`config.mk`:
```
export PLATFORM = sky130hd
export DESIGN_NAME = ptmch_trg_mc
export DESIGN_NICKNAME = d
export VERILOG_FILES = /design/src/rtl/ptmch_pkg.sv /design/src/rtl/ptmch_trg_ch.sv /design/src/rtl/ptmch_trg_mc.sv
export SDC_FILE = /design/constraint.sdc
export NUM_CORES = 1
export LEC_CHECK = 0
export BUFFER_PORTS_ARGS = -buffer_cell sky130_fd_sc_hd__buf_4
export CAP_MARGIN = 30
export CORE_ASPECT_RATIO = 2
export CORE_MARGIN = 5
export CORE_UTILIZATION = 25
export DETAILED_ROUTE_END_ITERATION = 8
export SYNTH_ARGS = -nofsm -noshare
export SYNTH_HDL_FRONTEND = slang
export SYNTH_SLANG_ARGS = --single-unit
```
`constraint.sdc`:
```
create_clock -name CLK160M -period 3.5 [get_ports CLK160M]
set_input_delay 0 -clock CLK160M [delete_from_list [all_inputs] [get_ports CLK160M]]
set_output_delay 0 -clock CLK160M [all_outputs]
set_load 0.005 [all_outputs]
```
`src/rtl/ptmch_pkg.sv`:
```
// ptmch_pkg: shared definitions for the multi-channel SPI-programmed trigger
// generator (ptmch_trg_mc) and its per-channel engine (ptmch_trg_ch).
// Contents: frame geometry, broadcast channel index, opcode and FSM state
// enums, plus a small opcode classification helper. No ports.
package ptmch_pkg;

  localparam int         FRAME_W  = 24;
  localparam logic [3:0] BCAST_CH = 4'hF;

  typedef enum logic [3:0] {
    OP_DELAY  = 4'h1,
    OP_WIDTH  = 4'h2,
    OP_PERIOD = 4'h3,
    OP_MODE   = 4'h4,
    OP_FIRE   = 4'h8,
    OP_STOP   = 4'h9
  } opcode_e;

  typedef enum logic [1:0] {
    ST_IDLE  = 2'd0,
    ST_DELAY = 2'd1,
    ST_PULSE = 2'd2,
    ST_GAP   = 2'd3
  } ch_state_e;

  function automatic logic is_reg_write(input logic [3:0] op);
    return (op == OP_DELAY) || (op == OP_WIDTH) ||
           (op == OP_PERIOD) || (op == OP_MODE);
  endfunction

endpackage

```
`src/rtl/ptmch_trg_ch.sv`:
```
// ptmch_trg_ch: one trigger channel. Holds the DELAY/WIDTH/PERIOD/MODE
// registers, latches them at FIRE and runs the IDLE/DELAY/PULSE/GAP sequence.
// Ports:
//   clk_i, rst_ni         clock, synchronous active-low reset
//   fire_i, stop_i        one-cycle commands from the frame decoder
//   wr_en_i, wr_op_i,     register write strobe, opcode selecting the
//   wr_val_i              register, and value
//   trg_pls_o             registered trigger pulse
//   busy_o                channel not in IDLE
module ptmch_trg_ch
  import ptmch_pkg::*;
#(
  parameter int CNT_W = 16
) (
  input  logic             clk_i,
  input  logic             rst_ni,
  input  logic             fire_i,
  input  logic             stop_i,
  input  logic             wr_en_i,
  input  logic [3:0]       wr_op_i,
  input  logic [CNT_W-1:0] wr_val_i,
  output logic             trg_pls_o,
  output logic             busy_o
);

  logic [CNT_W-1:0] delay_q, width_q, period_q;
  logic             mode_q;

  // Shadow copies used while running: pulse length minus one, gap length
  // minus one, repeat flag. The delay is consumed straight into the counter
  // at FIRE, so it needs no shadow.
  logic [CNT_W-1:0] sh_w1_q, sh_gap1_q;
  logic             sh_rep_q;

  logic [CNT_W-1:0] w_eff, w1_load, gap1_load;
  logic             start;

  ch_state_e        state_q, state_d;
  logic [CNT_W-1:0] cnt_q, cnt_d;
  logic             pls_q;

  always_ff @(posedge clk_i) begin
    if (!rst_ni) begin
      delay_q  <= '0;
      width_q  <= CNT_W'(1);
      period_q <= '0;
      mode_q   <= 1'b0;
    end else if (wr_en_i) begin
      case (wr_op_i)
        OP_DELAY:  delay_q  <= wr_val_i;
        OP_WIDTH:  width_q  <= wr_val_i;
        OP_PERIOD: period_q <= wr_val_i;
        OP_MODE:   mode_q   <= wr_val_i[0];
        default:   ;
      endcase
    end
  end

  // W=0 runs as W=1; a period not longer than the pulse leaves a one-cycle
  // gap. Computed as P-W directly so W near full scale cannot overflow.
  always_comb begin
    w_eff     = (width_q == '0) ? CNT_W'(1) : width_q;
    w1_load   = w_eff - CNT_W'(1);
    gap1_load = (period_q > w_eff) ? (period_q - w_eff - CNT_W'(1)) : '0;
  end

  assign start = fire_i && !stop_i && (state_q == ST_IDLE);

  always_ff @(posedge clk_i) begin
    if (!rst_ni) begin
      sh_w1_q   <= '0;
      sh_gap1_q <= '0;
      sh_rep_q  <= 1'b0;
    end else if (start) begin
      sh_w1_q   <= w1_load;
      sh_gap1_q <= gap1_load;
      sh_rep_q  <= mode_q;
    end
  end

  // State register
  always_ff @(posedge clk_i) begin
    if (!rst_ni) begin
      state_q <= ST_IDLE;
      cnt_q   <= '0;
      pls_q   <= 1'b0;
    end else begin
      state_q <= state_d;
      cnt_q   <= cnt_d;
      pls_q   <= (state_d == ST_PULSE);
    end
  end

  // Next-state logic. Counters only ever count down to zero and reload.
  always_comb begin
    state_d = state_q;
    cnt_d   = cnt_q;
    if (stop_i) begin
      state_d = ST_IDLE;
      cnt_d   = '0;
    end else begin
      case (state_q)
        ST_IDLE: begin
          if (fire_i) begin
            if (delay_q == '0) begin
              state_d = ST_PULSE;
              cnt_d   = w1_load;
            end else begin
              state_d = ST_DELAY;
              cnt_d   = delay_q - CNT_W'(1);
            end
          end
        end
        ST_DELAY: begin
          if (cnt_q == '0) begin
            state_d = ST_PULSE;
            cnt_d   = sh_w1_q;
          end else begin
            cnt_d = cnt_q - CNT_W'(1);
          end
        end
        ST_PULSE: begin
          if (cnt_q == '0) begin
            if (sh_rep_q) begin
              state_d = ST_GAP;
              cnt_d   = sh_gap1_q;
            end else begin
              state_d = ST_IDLE;
              cnt_d   = '0;
            end
          end else begin
            cnt_d = cnt_q - CNT_W'(1);
          end
        end
        ST_GAP: begin
          if (cnt_q == '0) begin
            state_d = ST_PULSE;
            cnt_d   = sh_w1_q;
          end else begin
            cnt_d = cnt_q - CNT_W'(1);
          end
        end
        default: begin
          state_d = ST_IDLE;
          cnt_d   = '0;
        end
      endcase
    end
  end

  // Outputs
  always_comb begin
    trg_pls_o = pls_q;
    busy_o    = (state_q != ST_IDLE);
  end

endmodule

```
`src/rtl/ptmch_trg_mc.sv`:
```
// ptmch_trg_mc: SPI-programmed multi-channel trigger pulse generator.
// An SPI mode-0 slave (sampled by oversampling on CLK160M) receives 24-bit
// frames {channel[3:0], opcode[3:0], value[15:0]} that program and fire
// N_CH independent trigger channels.
// Ports:
//   CLK160M    sole clock
//   RESET_N    synchronous active-low reset
//   SPI_CS     chip select, active-low, asynchronous
//   SPI_CLK    SPI clock, asynchronous
//   SPI_MOSI   SPI data, MSB first
//   TRG_PLS    per-channel registered trigger pulse
//   BUSY       per-channel "not idle"
//   FRAME_ERR  one-cycle pulse when a frame is rejected
module ptmch_trg_mc
  import ptmch_pkg::*;
#(
  parameter int N_CH  = 4,
  parameter int CNT_W = 16
) (
  input  logic            CLK160M,
  input  logic            RESET_N,
  input  logic            SPI_CS,
  input  logic            SPI_CLK,
  input  logic            SPI_MOSI,
  output logic [N_CH-1:0] TRG_PLS,
  output logic [N_CH-1:0] BUSY,
  output logic            FRAME_ERR
);

  localparam logic [4:0] N_CH_L = 5'(N_CH);

  // Two synchroniser stages plus one history stage for edge detection.
  // CS resets to 0 so that a frame in flight across reset never shows a
  // falling edge; its closing rising edge is then ignored (not armed).
  logic [2:0] cs_sync_q, sclk_sync_q;
  logic [1:0] mosi_sync_q;
  logic       sclk_rise, cs_fall, cs_rise, cs_low, mosi_s;

  logic [FRAME_W-1:0] shreg_q;
  logic [4:0]         bitcnt_q;
  logic               armed_q;

  logic [3:0]      ch_idx, op;
  logic            ch_ok, bcast;
  logic [N_CH-1:0] chan_sel, tgt;
  logic [N_CH-1:0] fire_d, stop_d, wr_en_d;
  logic            err_d;

  logic [N_CH-1:0]  fire_q, stop_q, wr_en_q;
  logic [3:0]       wr_op_q;
  logic [CNT_W-1:0] wr_val_q;
  logic             frame_err_q;

  always_ff @(posedge CLK160M) begin
    if (!RESET_N) begin
      cs_sync_q   <= '0;
      sclk_sync_q <= '0;
      mosi_sync_q <= '0;
    end else begin
      cs_sync_q   <= {cs_sync_q[1:0], SPI_CS};
      sclk_sync_q <= {sclk_sync_q[1:0], SPI_CLK};
      mosi_sync_q <= {mosi_sync_q[0], SPI_MOSI};
    end
  end

  assign cs_low    = ~cs_sync_q[1];
  assign mosi_s    = mosi_sync_q[1];
  assign sclk_rise = sclk_sync_q[1] & ~sclk_sync_q[2];
  assign cs_fall   = ~cs_sync_q[1] & cs_sync_q[2];
  assign cs_rise   = cs_sync_q[1] & ~cs_sync_q[2];

  // Bit count saturates so an overlong frame can never alias to 24.
  always_ff @(posedge CLK160M) begin
    if (!RESET_N) begin
      shreg_q  <= '0;
      bitcnt_q <= '0;
      armed_q  <= 1'b0;
    end else if (cs_fall) begin
      bitcnt_q <= '0;
      armed_q  <= 1'b1;
    end else if (sclk_rise && cs_low) begin
      shreg_q <= {shreg_q[FRAME_W-2:0], mosi_s};
      if (bitcnt_q != '1) bitcnt_q <= bitcnt_q + 5'd1;
    end
  end

  assign ch_idx = shreg_q[23:20];
  assign op     = shreg_q[19:16];
  assign ch_ok  = ({1'b0, ch_idx} < N_CH_L);
  assign bcast  = (ch_idx == BCAST_CH);

  // Decode in the CS rising-edge cycle; the registered result is the commit
  // cycle seen by the channels and on FRAME_ERR.
  always_comb begin
    fire_d  = '0;
    stop_d  = '0;
    wr_en_d = '0;
    err_d   = 1'b0;
    tgt     = '0;
    if (cs_rise && armed_q && (bitcnt_q != '0)) begin
      if (bitcnt_q != 5'(FRAME_W)) begin
        err_d = 1'b1;
      end else if (is_reg_write(op)) begin
        if (ch_ok) wr_en_d = chan_sel;
        else       err_d   = 1'b1;
      end else if ((op == OP_FIRE) || (op == OP_STOP)) begin
        if (bcast)      tgt   = '1;
        else if (ch_ok) tgt   = chan_sel;
        else            err_d = 1'b1;
        if (op == OP_FIRE) fire_d = tgt;
        else               stop_d = tgt;
      end else begin
        err_d = 1'b1;
      end
    end
  end

  always_ff @(posedge CLK160M) begin
    if (!RESET_N) begin
      fire_q      <= '0;
      stop_q      <= '0;
      wr_en_q     <= '0;
      wr_op_q     <= '0;
      wr_val_q    <= '0;
      frame_err_q <= 1'b0;
    end else begin
      fire_q      <= fire_d;
      stop_q      <= stop_d;
      wr_en_q     <= wr_en_d;
      wr_op_q     <= op;
      wr_val_q    <= shreg_q[CNT_W-1:0];
      frame_err_q <= err_d;
    end
  end

  assign FRAME_ERR = frame_err_q;

  for (genvar gi = 0; gi < N_CH; gi++) begin : g_ch
    assign chan_sel[gi] = (ch_idx == 4'(gi));

    ptmch_trg_ch #(
      .CNT_W(CNT_W)
    ) u_ch (
      .clk_i    (CLK160M),
      .rst_ni   (RESET_N),
      .fire_i   (fire_q[gi]),
      .stop_i   (stop_q[gi]),
      .wr_en_i  (wr_en_q[gi]),
      .wr_op_i  (wr_op_q),
      .wr_val_i (wr_val_q),
      .trg_pls_o(TRG_PLS[gi]),
      .busy_o   (BUSY[gi])
    );
  end

endmodule
```
==> results.ini <==
[run_status]
status=completed

[power_and_ir_drop]
switchingPower_mw=2.55
pwr-share-seq_pct=49.2
swShare_pct=23.2
leakage_nw=10.5
p_comb_share_pct=2.9
clkPwrFrac_pct=47.9
power_mw=11.0
powerDensity_nw_per_um2=372
p_int_mw=8.46
irDropWorstVdd_mv=0.288

[critical_path]
cpLargestDelayFamily=compound AO/OA/AOI/OAI gates
setup.worst_path.start_class=register
worstRegToRegCells=12
worstPathMaxFanout=6
reg2reg_slack_ns=0.26
cp.required_ns=4.01
slowest_stage=a2111oi_0
path_class=reg -> reg
worst-path-buf-inv=1
critPathLaunch=g_ch[2].u_ch.width_q[4]$_SDFFE_PN0P_
reg2reg_from=g_ch[2].u_ch.width_q[4]$_SDFFE_PN0P_
crit_arrival_ns=3.76
cp-end-kind=register
path_cells=nor4_1 -> and2_0 -> a31oi_1 -> ha_1 -> a211oi_1 -> o21a_1 -> o21ai_0 -> a2111oi_0 -> buf_4 -> o211a_1 -> o2111ai_1 -> a21oi_1
r2r_end=g_ch[2].u_ch.sh_gap1_q[13]$_SDFFE_PN0P_
max_stage_delay_ns=0.42
cp-endpoint=g_ch[2].u_ch.sh_gap1_q[13]$_SDFFE_PN0P_
crit_cells=12

[sta]
worst_pin_slew_ns=1.07
setup_tns_ns=0
hold_viol_final=0
fin_skew_ns=0.0233
setup_viol=0
layout_min_cycle_time_ns=3.24
max_freq_ghz=0.308
whs_ns=0.165
rsz0062_at_grt=false
maxSlewHeadroom_pct=28.6
min_period_over_period_pct=92.7
final_max_slew_viol_count=0

[grt]
grt_pass1_wl_mm=142
overflow=0
grt_pass1_vias=24400
grt.total_usage_pct=16.2
antenna_found_initial=1
grt_max_degree=75

[cells_and_area]
syn_to_final_growth_pct=12.9
nets=3541
fin_util_pct=28.3
finish.instance_area_um2=29600
drive_gt1_share_pct=6.92
multi_input_area_um2=15200
seqCellArea_um2=9510
nFillCells=11200

[yosys]
synth_top_area_share_pct=36.3
async_reset_ff_share_pct=0
synth_area_um2=26200
synth_edf_count=0
netlist_instances=3504
synth_area_leaders=dfxtp_1 (36%), nand2_1 (8.6%), a21oi_1 (7.6%), ha_1 (4.5%), nor2_1 (4.5%)
synth_seq_cells=475
ys_types=87
synth_top_cell_by_area=dfxtp_1
syn_nets=3608
ys_seq_area_share_pct=36.3
synthTopCellsByCount=nand2_1 (598), dfxtp_1 (475), a21oi_1 (399)
synthFlopType=dfxtp_1
yosysMostFrequentCell=nand2_1
synth.avg_cell_area_um2=7.47
ys_warn_count=0

[placement]
port_buffers=13
dp_hpwl_mm=71.8
gp_congestion=0.955
placed_cell_area_um2=28000

[clock_tree]
clk_pin_slew_ns=0.07
numCtsBuffers=42
htree_levels=2
clock_latency_ns=0.59
cts.path.max_buffers=3
cts-root-buf=clkbuf_16
cts_tree=built
cts_num_sinks=475

[floorplanning]
dieArea_um2=112000
design.core.area_um2=104000
initial_core_util_pct=25.1
row_count=168
die_h_um=468
dieWidth_um=239
io_pins=14

[routing]
vias_per_cell=5.19
dr.first_iter.drc_count=2054
finalWirelength_mm=94.6
route.antenna.remaining_nets=0
num_vias=25100
drc=0
dr.pass1.iters=5
wl_per_cell_um=19.6

[hold_path]
hold_class=in -> reg
hold_start=SPI_MOSI

[run]
max_cap_viol_count=0

power by group through the flow:
stage                     combinational, mW  clock (mW)  sequential, mW
after global placement                0.309           0            5.54
after CTS                             0.314        5.40            5.41
after floorplan                       0.205           0            5.54
final                                 0.318        5.27            5.41
after global routing                  0.339        5.54            5.41
after detailed placement              0.310           0            5.54
worst min-delay path: cells and delay by family:
| family | cells | cell delay, ns |
|---|---|---|
| buf+inv | 2 | 0.63 |
| simple gates | 1 | 0.10 |
layer usage:
layer	share of wire, %	wire (µm)	GRT usage, %
met1	32	30100	14.3
met2	53	50400	31.3
met3	3.2	3010	1.51
met4	12	11100	15.5
met5	0	0	0
per-stage QoR:
stage                     cells  setup WS, ns
after floorplan            3504         0.348
after global placement     4735         0.235
after detailed placement   4749         0.254
after CTS                  4830         0.215
after global routing       4831        0.0888
final                      4831         0.255
cells by family (layout without fill, tap and decap cells):
| logic type | after synthesis | after routing | share of synthesized area [%] |
|---|---|---|---|
| compound gates | 940 | 940 | 22.0 |
| xor+xnor | 152 | 152 | 5.08 |
| fa+ha+maj | 99 | 99 | 4.85 |
| buf+inv | 362 | 328 | 5.61 |
| flops | 475 | 475 | 36.3 |
| mux | 21 | 21 | 0.812 |
| other cells | 0 | 1 | 0 |
| simple gates | 1455 | 1455 | 25.3 |
final cells by class:
type                    instances  area share [%]
flip-flops and latches        475            32.2
multi-input cells            2667            51.6
inverters                     128            1.65
diodes                          1         0.00847
clock inverters                24            1.29
clock buffers                  53            3.80
well taps                    1360            5.76
repair buffers                123            3.75
how the worst min path moves through the flow:
stage / to / cells after the start
2_1_floorplan: cs_sync_q[0]$_SDFF_PN0_ / 1
3_3_place_gp: mosi_sync_q[0]$_SDFF_PN0_ / 2
3_5_place_dp: mosi_sync_q[0]$_SDFF_PN0_ / 2
4_1_cts: mosi_sync_q[0]$_SDFF_PN0_ / 3
5_1_grt: mosi_sync_q[0]$_SDFF_PN0_ / 3
6_report: mosi_sync_q[0]$_SDFF_PN0_ / 3
registers in the layout (all words and copies together) (netlist names), 5 cells and up:
| register | count |
|---|---|
| g_ch.u_ch.width_q | 64 |
| bitcnt_q | 5 |
| wr_val_q | 16 |
| g_ch.u_ch.sh_w1_q | 64 |
| g_ch.u_ch.period_q | 64 |
| g_ch.u_ch.delay_q | 64 |
| g_ch.u_ch.sh_gap1_q | 64 |
| g_ch.u_ch.state_q | 8 |
| g_ch.u_ch.cnt_q | 64 |
| shreg_q | 24 |
placed cells by master, fill, tap and decap left out, types with 9 or more instances in the layout:
cell,n
o21a_1,18
dfxtp_1,475
xor2_1,51
a22oi_1,46
nor3_1,88
buf_4,105
nand2_1,598
a211oi_1,70
clkbuf_16,42
o221ai_1,11
nor4_1,34
o22ai_1,22
a21oi_1,399
ha_1,95
and3_1,22
or4_1,13
and2_1,39
nor3b_1,9
a21boi_0,10
xnor2_1,101
nand3b_1,15
nor2b_1,9
nand3_1,202
o21ai_0,156
or3_1,33
nand4_1,24
nand2b_1,12
inv_1,125
o31ai_1,15
a31oi_1,35
o211ai_1,35
a21o_1,25
o221a_2,9
mux2i_1,19
bufinv_16,9
nor2_1,309
a32oi_1,16
repair_timing:
item / in CTS / in global routing
resized for setup: 0 / 2
setup buffers: 0 / 0
endpoints found under the hold margin: 11 / 0
hold buffers: 4 / 0
setup endpoints to repair: 0 / 1
Power figures use the tool's default switching activity.
